===== config.mk =====
export PLATFORM = sky130hd
export DESIGN_NAME = and_snina_pipe
export DESIGN_NICKNAME = d
export VERILOG_FILES = /design/src/rtl/and_snina_pipe.sv
export SDC_FILE = /design/constraint.sdc
export NUM_CORES = 1
export LEC_CHECK = 0
export ABC_AREA = 1
export BUFFER_PORTS_ARGS = -buffer_cell sky130_fd_sc_hd__buf_2
export CAP_MARGIN = 20
export CORE_MARGIN = 2
export CORE_UTILIZATION = 48
export DETAILED_ROUTE_END_ITERATION = 10
export PLACE_DENSITY = 0.75
export SYNTH_ARGS = -nofsm -noshare
export SYNTH_HDL_FRONTEND = slang
export SYNTH_SLANG_ARGS = --single-unit

===== constraint.sdc =====
create_clock -name clk -period 1.3 [get_ports clk]
set_clock_uncertainty 0.1 [all_clocks]
set_input_delay 0 -clock clk [delete_from_list [all_inputs] [get_ports clk]]
set_output_delay 0 -clock clk [all_outputs]
set_load 0.005 [all_outputs]

===== src/rtl/and_snina_pipe.sv =====
// Masked AND gadget (SNI + NINA): D+1 Boolean shares, each a (K+1)-bit repetition codeword.
// Stage 1 registers refreshed partial products; stage 2 compresses, checks codewords and gates release.
module and_snina_pipe #(
    parameter int unsigned D     = 1,
    parameter int unsigned K     = 1,
    parameter int unsigned CNT_W = 8
) (
    input  logic                         clk,
    input  logic                         reset,
    input  logic                         port_in_valid,
    input  logic [(D+1)*(K+1)-1:0]       port_a,
    input  logic [(D+1)*(K+1)-1:0]       port_b,
    input  logic [D*(D+1)/2-1:0]         port_r,
    input  logic                         port_clear,
    output logic [(D+1)*(K+1)-1:0]       port_c,
    output logic                         port_out_valid,
    output logic [D:0]                   port_errorFlag,
    output logic                         port_fault,
    output logic [CNT_W-1:0]             port_fault_cnt
);

    localparam int unsigned S  = D + 1;
    localparam int unsigned W  = K + 1;
    localparam int unsigned UW = S * S * W;
    localparam logic [CNT_W-1:0] CNT_MAX = '1;

    typedef enum logic [1:0] {
        ST_IDLE  = 2'd0,
        ST_RUN   = 2'd1,
        ST_FAULT = 2'd2
    } state_t;

    state_t         state;
    logic [UW-1:0]  u_d;
    logic [UW-1:0]  u_q;
    logic           v1;
    logic [S*W-1:0] c_d;
    logic [S-1:0]   e_d;
    logic           new_err;
    logic           release_ok;

    // Cross products a_i & b_j; off-diagonal terms share one fresh bit per unordered pair.
    for (genvar gi = 0; gi < S; gi++) begin : g_row
        for (genvar gj = 0; gj < S; gj++) begin : g_col
            logic [W-1:0] prod;
            assign prod = port_a[gi*W +: W] & port_b[gj*W +: W];
            if (gi == gj) begin : g_diag
                assign u_d[(gi*S+gj)*W +: W] = prod;
            end else begin : g_off
                localparam int unsigned LO = (gi < gj) ? gi : gj;
                localparam int unsigned HI = (gi < gj) ? gj : gi;
                localparam int unsigned RI = LO*S - (LO*(LO+1))/2 + HI - LO - 1;
                assign u_d[(gi*S+gj)*W +: W] = prod ^ {W{port_r[RI]}};
            end
        end
    end

    // Stage 1: partial-product registers load only on valid input.
    always_ff @(posedge clk) begin
        if (!reset) begin
            v1  <= 1'b0;
            u_q <= '0;
        end else begin
            v1 <= port_in_valid;
            if (port_in_valid) begin
                u_q <= u_d;
            end
        end
    end

    // Row compression and codeword consistency (valid codeword = all bits equal).
    always_comb begin
        c_d = '0;
        e_d = '0;
        for (int unsigned i = 0; i < S; i++) begin
            for (int unsigned j = 0; j < S; j++) begin
                c_d[i*W +: W] = c_d[i*W +: W] ^ u_q[(i*S+j)*W +: W];
                e_d[i] = e_d[i] | ~((&u_q[(i*S+j)*W +: W]) | ~(|u_q[(i*S+j)*W +: W]));
            end
        end
    end

    assign new_err    = v1 & (|e_d);
    assign release_ok = v1 & ~(|e_d) & (state != ST_FAULT);

    // Stage 2 outputs plus sticky fault FSM; a faulty or in-FAULT result is never released.
    always_ff @(posedge clk) begin
        if (!reset) begin
            state          <= ST_IDLE;
            port_c         <= '0;
            port_out_valid <= 1'b0;
            port_errorFlag <= '0;
            port_fault     <= 1'b0;
            port_fault_cnt <= '0;
        end else begin
            port_out_valid <= release_ok;
            port_errorFlag <= v1 ? e_d : '0;
            if (v1) begin
                port_c <= release_ok ? c_d : '0;
            end else if (state == ST_FAULT) begin
                port_c <= '0;
            end
            if (new_err && (port_fault_cnt != CNT_MAX)) begin
                port_fault_cnt <= port_fault_cnt + CNT_W'(1);
            end
            case (state)
                ST_IDLE: begin
                    if (new_err) begin
                        state      <= ST_FAULT;
                        port_fault <= 1'b1;
                    end else if (v1) begin
                        state <= ST_RUN;
                    end
                end
                ST_RUN: begin
                    if (new_err) begin
                        state      <= ST_FAULT;
                        port_fault <= 1'b1;
                    end else if (!v1) begin
                        state <= ST_IDLE;
                    end
                end
                ST_FAULT: begin
                    // A new error in the clear cycle keeps the block locked.
                    if (port_clear && !new_err) begin
                        state      <= ST_IDLE;
                        port_fault <= 1'b0;
                    end
                end
                default: begin
                    state      <= ST_IDLE;
                    port_fault <= 1'b0;
                end
            endcase
        end
    end

endmodule

==> impl_metrics.toml <==
[power_and_ir_drop]
powerDensity_mw_per_mm2 = 847
ir_drop_v = 0.000863
finalPower_uw = 1650
leakagePower_uw = 0.000908

[route]
wl_um = 3450
drt-wirelength-per-cell_um = 12.6
drtIter0Drc = 41
vias = 1374
via_per_inst = 5.00
drc = 0
first_pass_iters = 4
detail-route-antenna-nets = 0

[placed_design]
place_area_mm2 = 0.00166
dpl.hpwl_um = 2300
place_congestion = 0.814
port_buffers = 28

[timing]
max_slew_margin_pct = 74.7
tightest_slew_ns = 0.376
hold_slack_ns = -0.142
rsz0062_at_grt = "true"
setup_ws_ns = -0.0942
hold_viol_final = 10
drv_slew = 0
layout_min_cycle_time_ns = 1.39
finalCritPeriodShare_pct = 107
maxClockFrequency_ghz = 0.717
setup_viol = 13

[clocking]
cts_buffer_depth = 2
clock_latency_ns = 0.33
htreeDepth = 1
path_clk_slew_ns = 0.16
cts_buffers = 3
cts_tree = "done"
cts_root_buf = "clkbuf_4"
clkSinkCount = 27
cts_hold_buffers = 11

[synth]
synth_fp_nets = 191
synth.area.top_cells = "dfxtp_1, nand2_1, xor2_1"
yosysSeqAreaShare_pct = 40.3
ys_seq_elements = 27
ys_types = 25
synthArstFlopShare_pct = 0
yosys.area.top_type = "dfxtp_1"
synth-edff-count = 0
synth.cell_area_mm2 = 0.00134
syn_avg_cell_area_um2 = 7.58
synthCells = 177
synth.most_common_cell = "nand2_1"
yosys.area.top_type_share_pct = 40.3
synth_warnings = 0
synthTopCellsByCount = "nand2_1, dfxtp_1, inv_1"
synthFlopType = "dfxtp_1"

[grt]
grt_usage_pct = 22.1
grt_overflow = 0
grt_max_degree = 17
antenna_found_initial = 0
grt_pass1_vias = 1394
grt_first_pass_wirelength_um = 5720

[hold_path]
holdCritPathClass = "input pin to flop"
min-delay-start = "reset"
holdPathStages = 3

[floorplanning]
fp.coreArea_mm2 = 0.00271
fp.dieW_um = 56.9
rows = 19
dieHeight_um = 56.9
pin_count = 29
start_util_pct = 49.5
dieArea_mm2 = 0.00323

[layout]
ff_latch_area_um2 = 557
fin_area_mm2 = 0.00195
n_antenna_cell = 0
nFillCells = 217
finalCoreUtilization_pct = 71.8
drive_above_1_share_pct = 45.9
multi_input_area_um2 = 781
area_growth_pct = 45.1
fin_nets = 259

[worst_setup_path]
endpoint = "port_c[1]"
reg2reg_slack_ns = -0.09
critical_path_class = "flop to flop"
start_kind = "flop"
ff2ff_path_depth = 10
r2r-end = "port_c[1]"
critPathArrivalTime_ns = 1.58
required_ns = 1.48
worst_setup_path_end_kind = "flop"
critPathMaxFanout = 6
startpoint = "u_q[5]"
timing.rr.start = "u_q[5]"

[run]
cap_violations = 0

[status]
violations = "hold timing, setup timing"
status = "complete, but fails checks"
[layout by cell type, fill, tap and decap left out, types with 4 or more instances in the layout]
cell           Yosys  routed
dlygate4sd3_1      0      11
nor2_1             7       6
o31ai_1            4       4
inv_1             17      15
inv_2              6       8
dfxtp_2            0       7
buf_4              0      27
nor2_4             5       5
nand2_2            6      16
nand3_1           11      11
a21oi_1           12       7
buf_2              2      28
nand2_1           44      33
a21oi_2            1       6
dfxtp_1           27      18
xor2_1             8       8
nand4_1            8       8
nand2_4            2       4
o21ai_0            6       6
[routing by layer]
metal / vias up / GRT usage (%) / part of all wire [%]
met2: 31 / 42.7 / 56
met1: 628 / 23.5 / 40
met3: 8 / 3.69 / 3.0
met5: - / 0 / 0
met4: 0 / 8.64 / 1.2
li1: 707 / - / -
[metrics by stage]
step / worst slack, ns / std cells / setup TNS [ns]
floorplan: -0.00652 / 177 / -0.00652
global placement: -0.0457 / 252 / -0.247
detailed placement: -0.112 / 252 / -0.848
CTS: -0.0789 / 271 / -0.479
global route: -0.176 / 275 / -1.97
finish: -0.0942 / 275 / -0.794
[layout make-up]
class	count	area share [%]
Multi-Input combinational cell	124	40.1
Sequential cell	27	28.6
Timing Repair Buffer	66	23.3
Inverter	23	4.44
Tap cell	31	1.99
Clock buffer	3	1.16
Clock inverter	1	0.386
[cell families after synthesis]
kind of cell	after synthesis	share of synthesized area (%)
flops	27	40.3
fa+ha+maj	1	0.933
simple gates	89	34.8
xor+xnor	8	5.22
compound gates	24	10.2
buf+inv	28	8.58
[worst min path at each step]
stage                   endpoint  slack, ns
2_1_floorplan             u_q[0]       0.04
3_3_place_gp              u_q[7]       0.14
3_5_place_dp              u_q[7]       0.15
4_1_cts        port_fault_cnt[0]      -0.14
5_1_grt        port_fault_cnt[0]      -0.14
6_report       port_fault_cnt[0]      -0.14
[where the power goes]
| part | switching [µW] | internal [µW] | leakage (µW) | total, µW |
|---|---|---|---|---|
| Clock | 263 | 118 | 0.0000139 | 380 |
| Sequential | 24.7 | 863 | 0.000224 | 888 |
| Combinational | 207 | 173 | 0.000670 | 380 |
| Total | 494 | 1150 | 0.000908 | 1650 |
[critical path, cell delays in order (launching register included)]
cell and delay (ns):
dfxtp_2 0.39, inv_2 0.04, nand2_2 0.05, nand2_2 0.07, nor2_4 0.14, nand2_4 0.11, nor2_4 0.13, nand2_2 0.07
nor2_4 0.11, nand2_2 0.06, nand2_1 0.08
[registers in the layout, indices dropped and copies added (netlist names)]
register / cells
port_fault_cnt: 8
u_q: 8
port_c: 4
port_errorFlag: 2
state: 2
port_fault: 1
port_out_valid: 1
v1: 1
[what timing repair did]
item / 4_1_cts / 5_1_grt
endpoints found under the hold margin: 17 / 9
pin swaps: 4 / 11
setup endpoints to repair: 16 / 17
setup buffers: 2 / 4
gates cloned: 2 / 0
resized for setup: 12 / 19
No activity file was read; power rests on OpenSTA's default activity.
